`src/rtl/fetch_pkg.sv`:
```
// Shared fetch-stage definitions: FSM encoding, instruction size and default reset vector.
package fetch_pkg;
  localparam int          INSTR_BYTES      = 4;
  localparam logic [31:0] DEF_RESET_VECTOR = 32'h0000_0000;

  localparam logic [2:0] S_IDLE = 3'd0;
  localparam logic [2:0] S_REQ  = 3'd1;
  localparam logic [2:0] S_WAIT = 3'd2;
  localparam logic [2:0] S_HOLD = 3'd3;
  localparam logic [2:0] S_DROP = 3'd4;
endpackage

```
`src/rtl/fetch_sequencer_if.sv`:
```
// Fetch-stage bus bundle: imem request/response plus the decode-facing instruction handshake.
interface fetch_sequencer_if;
  logic        imem_req_valid;
  logic        imem_req_ready;
  logic [31:0] imem_req_addr;
  logic        imem_rsp_valid;
  logic [31:0] imem_rsp_data;
  logic        instr_valid;
  logic        instr_ready;
  logic [31:0] instr_data;
  logic [31:0] instr_pc;

  modport master (
    output imem_req_valid, imem_req_addr, instr_valid, instr_data, instr_pc,
    input  imem_req_ready, imem_rsp_valid, imem_rsp_data, instr_ready
  );
  modport slave (
    input  imem_req_valid, imem_req_addr, instr_valid, instr_data, instr_pc,
    output imem_req_ready, imem_rsp_valid, imem_rsp_data, instr_ready
  );
endinterface

```
`src/rtl/fetch_pc_next.sv`:
```
// Next-PC select: redirect (word-aligned) beats sequential advance, otherwise hold.
module fetch_pc_next
  import fetch_pkg::*;
#(
  parameter int XLEN = 32
) (
  input  logic [XLEN-1:0] pc,
  input  logic            advance,
  input  logic            redirect_valid,
  input  logic [XLEN-1:0] redirect_pc,
  output logic [XLEN-1:0] pc_next,
  output logic            misalign
);
  always_comb begin
    pc_next = pc;
    if (redirect_valid)
      pc_next = {redirect_pc[XLEN-1:2], 2'b00};
    else if (advance)
      pc_next = pc + XLEN'(INSTR_BYTES);
  end

  assign misalign = redirect_valid && (redirect_pc[1:0] != 2'b00);
endmodule

```
`src/rtl/fetch_sequencer.sv`:
```
// Fetch controller: owns the PC, keeps one imem request in flight, holds the fetched word for decode.
module fetch_sequencer
  import fetch_pkg::*;
#(
  parameter logic [31:0] RESET_VECTOR = DEF_RESET_VECTOR,
  parameter int          XLEN         = 32
) (
  input  logic                     clk,
  input  logic                     reset_n,
  input  logic                     halt,
  input  logic                     redirect_valid,
  input  logic [XLEN-1:0]          redirect_pc,
  fetch_sequencer_if.master        bus,
  output logic [XLEN-1:0]          pc_out,
  output logic                     misalign_err
);
  logic [2:0]      state_q, state_d;
  logic [XLEN-1:0] pc_q, pc_d;
  logic [XLEN-1:0] instr_data_q, instr_data_d;
  logic [XLEN-1:0] instr_pc_q, instr_pc_d;
  logic            misalign_q, misalign_d;
  logic            advance;
  logic [2:0]      resume;

  assign resume = halt ? S_IDLE : S_REQ;

  fetch_pc_next #(.XLEN(XLEN)) u_pc_next (
    .pc             (pc_q),
    .advance        (advance),
    .redirect_valid (redirect_valid),
    .redirect_pc    (redirect_pc),
    .pc_next        (pc_d),
    .misalign       (misalign_d)
  );

  always_comb begin
    state_d      = state_q;
    instr_data_d = instr_data_q;
    instr_pc_d   = instr_pc_q;
    advance      = 1'b0;
    case (state_q)
      S_IDLE: state_d = resume;
      // A redirect in the accept cycle still lets the old address go out; its data must be dropped.
      S_REQ:  if (bus.imem_req_ready) state_d = redirect_valid ? S_DROP : S_WAIT;
      S_WAIT: begin
        if (redirect_valid)
          state_d = bus.imem_rsp_valid ? resume : S_DROP;
        else if (bus.imem_rsp_valid) begin
          advance      = 1'b1;
          instr_data_d = bus.imem_rsp_data;
          instr_pc_d   = pc_q;
          state_d      = S_HOLD;
        end
      end
      S_HOLD: if (redirect_valid || bus.instr_ready) state_d = resume;
      // The stale response is consumed even if a redirect lands on the same cycle, else nothing would come.
      S_DROP: if (bus.imem_rsp_valid) state_d = resume;
      default: state_d = S_IDLE;
    endcase
  end

  always_ff @(posedge clk or negedge reset_n) begin
    if (!reset_n) begin
      state_q      <= S_IDLE;
      pc_q         <= RESET_VECTOR;
      instr_data_q <= '0;
      instr_pc_q   <= '0;
      misalign_q   <= 1'b0;
    end else begin
      state_q      <= state_d;
      pc_q         <= pc_d;
      instr_data_q <= instr_data_d;
      instr_pc_q   <= instr_pc_d;
      misalign_q   <= misalign_d;
    end
  end

  assign bus.imem_req_valid = (state_q == S_REQ);
  assign bus.imem_req_addr  = pc_q;
  assign bus.instr_valid    = (state_q == S_HOLD);
  assign bus.instr_data     = instr_data_q;
  assign bus.instr_pc       = instr_pc_q;
  assign pc_out             = pc_q;
  assign misalign_err       = misalign_q;
endmodule

```
`src/flat_wrapper.sv`:
```
// flat-port wrapper written by rule: the top's interface ports become plain ports
module fetch_sequencer_flat import fetch_pkg::*;
#(
  parameter logic [31:0] RESET_VECTOR = DEF_RESET_VECTOR,
  parameter int          XLEN         = 32
)
  (clk, reset_n, halt, redirect_valid, redirect_pc, pc_out, misalign_err, bus_imem_req_valid, bus_imem_req_addr, bus_instr_valid, bus_instr_data, bus_instr_pc, bus_imem_req_ready, bus_imem_rsp_valid, bus_imem_rsp_data, bus_instr_ready);
  fetch_sequencer_if bus_i ();
  input  logic clk;
  input  logic reset_n;
  input  logic halt;
  input  logic redirect_valid;
  input  logic [XLEN-1:0] redirect_pc;
  output logic [XLEN-1:0] pc_out;
  output logic misalign_err;
  output wire logic [$bits(bus_i.imem_req_valid)-1:0] bus_imem_req_valid;
  output wire logic [$bits(bus_i.imem_req_addr)-1:0] bus_imem_req_addr;
  output wire logic [$bits(bus_i.instr_valid)-1:0] bus_instr_valid;
  output wire logic [$bits(bus_i.instr_data)-1:0] bus_instr_data;
  output wire logic [$bits(bus_i.instr_pc)-1:0] bus_instr_pc;
  input wire logic [$bits(bus_i.imem_req_ready)-1:0] bus_imem_req_ready;
  input wire logic [$bits(bus_i.imem_rsp_valid)-1:0] bus_imem_rsp_valid;
  input wire logic [$bits(bus_i.imem_rsp_data)-1:0] bus_imem_rsp_data;
  input wire logic [$bits(bus_i.instr_ready)-1:0] bus_instr_ready;
  assign bus_imem_req_valid = bus_i.imem_req_valid;
  assign bus_imem_req_addr = bus_i.imem_req_addr;
  assign bus_instr_valid = bus_i.instr_valid;
  assign bus_instr_data = bus_i.instr_data;
  assign bus_instr_pc = bus_i.instr_pc;
  assign bus_i.imem_req_ready = bus_imem_req_ready;
  assign bus_i.imem_rsp_valid = bus_imem_rsp_valid;
  assign bus_i.imem_rsp_data = bus_imem_rsp_data;
  assign bus_i.instr_ready = bus_instr_ready;
  fetch_sequencer #(.RESET_VECTOR(RESET_VECTOR), .XLEN(XLEN)) u_core (.clk(clk), .reset_n(reset_n), .halt(halt), .redirect_valid(redirect_valid), .redirect_pc(redirect_pc), .bus(bus_i), .pc_out(pc_out), .misalign_err(misalign_err));
endmodule
```
`config.mk`:
```
export PLATFORM = sky130hd
export DESIGN_NAME = fetch_sequencer_flat
export DESIGN_NICKNAME = d
export VERILOG_FILES = /design/src/rtl/fetch_pkg.sv /design/src/rtl/fetch_sequencer_if.sv /design/src/rtl/fetch_pc_next.sv /design/src/rtl/fetch_sequencer.sv /design/src/flat_wrapper.sv
export SDC_FILE = /design/constraint.sdc
export NUM_CORES = 1
export LEC_CHECK = 0
export BUFFER_PORTS_ARGS = -buffer_cell sky130_fd_sc_hd__buf_2
export CAP_MARGIN = 20
export CORE_AREA = 10 10 121 96
export CTS_CLUSTER_SIZE = 20
export DETAILED_ROUTE_END_ITERATION = 8
export DIE_AREA = 0 0 131 106
export PLACE_DENSITY_LB_ADDON = 0.25
export SYNTH_ARGS = -nofsm -noshare
export SYNTH_HDL_FRONTEND = slang
export SYNTH_SLANG_ARGS = --single-unit
export TNS_END_PERCENT = 10
```
`constraint.sdc`:
```
create_clock -name clk -period 3.9 [get_ports clk]
set_clock_uncertainty 0.05 [all_clocks]
set_input_delay 0.195 -clock clk [delete_from_list [all_inputs] [get_ports clk]]
set_output_delay 0.195 -clock clk [all_outputs]
set_load 0.03 [all_outputs]
```
==> key figures <==
Place
  – GP Congestion: 0.808
  – Placement Cell Area: 5450 um2
  – Hpwl dp: about 10 mm
  – Port buffer count: 195
  – Dpl cells: 804

Setup path
  – CP Cell Sequence: nor3b_1, and3b_2, nor2_1, a21o_1, a221o_1
  – Crit Path Class: flop to flop
  – Reg-to-reg critical path startpoint: u_core.state_q[1]
  – Worst setup path startpoint: u_core.state_q[1]
  – CP Depth: 5
  – WP data required: 4.08 ns
  – Reg2Reg Setup Slack: 1.02 ns
  – WP buf/inv: 0
  – Critical Path Fanout Max: 51
  – Data arrival, critical path: 3.06 ns
  – Setup crit start kind: flop
  – Max stage delay cell, worst path: and3b_2
  – Crit path largest cell delay: 0.90 ns
  – R2R depth: 5
  – Setup crit end kind: flop
  – Cell family with most CP delay: simple AND/OR/NAND/NOR gates

Yosys
  – Ys async rst share: 1.00
  – Yosys warning total: 0
  – FF+latch count, synth: 96
  – Area share of fa/ha/maj cells after synthesis: 0.00271
  – Simple-gate share of the synthesized area: 0.281
  – Syn Area/Cell: about 8.7 um2
  – Largest family of logic cells by synthesized area: simple AND/OR/NAND/NOR gates
  – Post-synth EDFFs: 0
  – Seq/Total Area, Yosys: 0.520
  – Compound-cell area share of the yosys netlist: 0.105
  – Top_reg_cell synth: dfrtp_1
  – Post-Syn Area: ~4600 um2
  – Yosys cell types: 49
  – Post-synthesis instance total: around 530
  – Synth Area in XOR/XNOR: 0.00379
  – Mux cell area share after synthesis: 0

Timing
  – Min Tclk post-route: 2.88 ns
  – Max-slew violations: 0
  – Hold slack: 0.0123 ns
  – Final Hold Viols: 0
  – RSZ-0062 raised after global routing: false
  – Max Fclk: 347 MHz
  – Tcrit/Tclk final: 0.739
  – Setup TNS: 0 ns
  – Worst slew margin relative to its limit: 0.347
  – Slew @ Worst Pin: 0.980 ns
  – Setup violators final: 0

Floorplan
  – Die ar.: 13900 um2
  – Row count: 31
  – Initial Util: 0.494
  – Die Span X: around 130 um
  – Die H: 106 um
  – Area of the core: 9350 um2
  – Ports: 202

Clock network
  – Clk_lat worst skew: between 0.3 and 0.4 ns
  – Clock Path Buffers: 2
  – Total setup buffers inserted after CTS: 0
  – Clock root cell: clkbuf_16
  – TritonCTS sink count: 96
  – H-tree depth: 3
  – Clock-pin slew on the worst setup and hold paths: 0.07 ns
  – Num CTS Buffers: 9
  – CTS tree: built

Pwr
  – Peak supply drop: around 480 uV
  – Lkg Pwr: 3.27 nW
  – PD cells: 708 nW/um2

Final layout
  – Layout cells sized above 1: 0.320
  – Net count, final: approximately 780
  – FF+latch area: 2400 um2
  – Fin util: 0.647
  – Multi-input logic area: 1840 um2
  – Filler cell count: about 800
  – Ant diodes: 0
  – Commonest non-fill, non-tap cell in the layout: nand2_1
  – Post-Layout Inst Area: between 6000 and 7000 um2
  – Most frequent cells in the layout: nand2_1, buf_2, dfrtp_1, dlygate4sd3_1, o21ai_0
  – Fin cells: 847
  – Area delta synth->final: 30.9%

Global routing
  – Largest net degree at the start of global routing: 68
  – Initial antenna violation count: 1
  – Number of global-route vias before repair: 4363
  – First-pass GRT wire length: ~23 mm
  – Total grt overflow: 0
  – Overall fraction of global-route tracks in use: 0.202

Drt
  – Via-to-Cell Ratio: 5.20
  – WL/cell: roughly 17 um
  – Detailed-route DRC error count: 0
  – Initial drt markers: 277
  – Total number of vias: 4408
  – Final WL: 14.3 mm
  – Drt pass-1 iters: 4
  – Detail Route Antenna Nets: 0

Min path
  – Hold depth: 3
  – Hold Crit Start: bus_imem_rsp_data[7]
  – Worst Hold Class: input pin to flop

Flow run
  – Max Cap Viol: 0

Outcome
  – Status: finished clean
==> report_power, final <==
part	total [mW]	switching, mW	internal, mW
logic	1.74	1.25	0.487
clock network	0.956	0.388	0.569
registers	1.59	0.247	1.34
==> routing by layer <==
metal | track usage | vias up | part of all wire
met3 | 0.0760 | 9 | 0.10
met1 | 0.253 | 2101 | 0.43
met5 | 0 | - | 0
met2 | 0.327 | 189 | 0.46
met4 | 0.0365 | 0 | 0.0077
li1 | - | 2109 | -
==> worst register-to-register path, delay by kind of cell, from the launching register on <==
kind | cells | cell delay, ns
AOI/OAI and AO/OA | 2 | 0.55
and+or+nand+nor | 3 | 1.68
DFF | 1 | 0.48
==> final timing paths <==
check,end
worst max-delay path,u_core.bus.imem_req_addr[29]
max in group asynchronous,u_core.bus.instr_data[19]
worst max register to register,u_core.bus.imem_req_addr[29]
worst min-delay path,u_core.bus.instr_data[7]
min in group asynchronous,u_core.bus.instr_pc[12]
worst min register to register,u_core.bus.instr_data[2]
==> cells in the mapped netlist (5+ instances only) <==
cell | count | area, um2
buf_2 | 5 | 25.0
a221o_1 | 5 | 50.1
buf_1 | 5 | 18.8
o211ai_1 | 5 | 37.5
nor3_1 | 5 | 25.0
a31o_2 | 6 | 52.6
nand4_1 | 12 | 75.1
a21oi_1 | 5 | 25.0
o311ai_0 | 8 | 70.1
nand2_1 | 216 | 811
and2_1 | 8 | 50.1
o21ai_0 | 23 | 115
nor2_1 | 10 | 37.5
dfrtp_1 | 96 | 2400
buf_4 | 37 | 278
nand3_1 | 16 | 80.1
clkbuf_1 | 18 | 67.6
==> state kept, by name, summed over array words and instances, names as in the netlist <==
name	cells
u_core.bus.imem_req_addr	30
u_core.state_q	3
u_core.bus.instr_pc	30
u_core.misalign_err	1
u_core.bus.instr_data	32
==> what timing repair did <==
action,in CTS,in global routing
hold endpoints to repair,92,0
hold buffers,27,0
endpoints found under the setup margin,0,0
resized for setup,0,0
==> cell type report <==
| type | count | share of cell area |
|---|---|---|
| clock buffer | 9 | 0.0372 |
| inverter | 4 | 0.00248 |
| multi-input combinational | 371 | 0.303 |
| clock inverter | 7 | 0.0170 |
| tap | 132 | 0.0273 |
| timing repair buffer | 228 | 0.216 |
| sequential | 96 | 0.397 |
==> metrics by stage <==
stage / setup slack [ns] / power (mW)
after floorplan: 1.72 / 2.78
after global placement: 1.15 / 3.29
after detailed placement: 1.08 / 3.33
after CTS: 1.06 / 4.33
after global routing: 0.817 / 4.53
final: 1.02 / 4.28
==> kinds of logic after synthesis <==
| kind of cell | Yosys count |
|---|---|
| simple gates | 293 |
| flops | 96 |
| compound gates | 69 |
| buf+inv | 69 |
| xor+xnor | 2 |
| fa+ha+maj | 1 |
| other cells | 1 |
(Power assumes the default switching activity.)
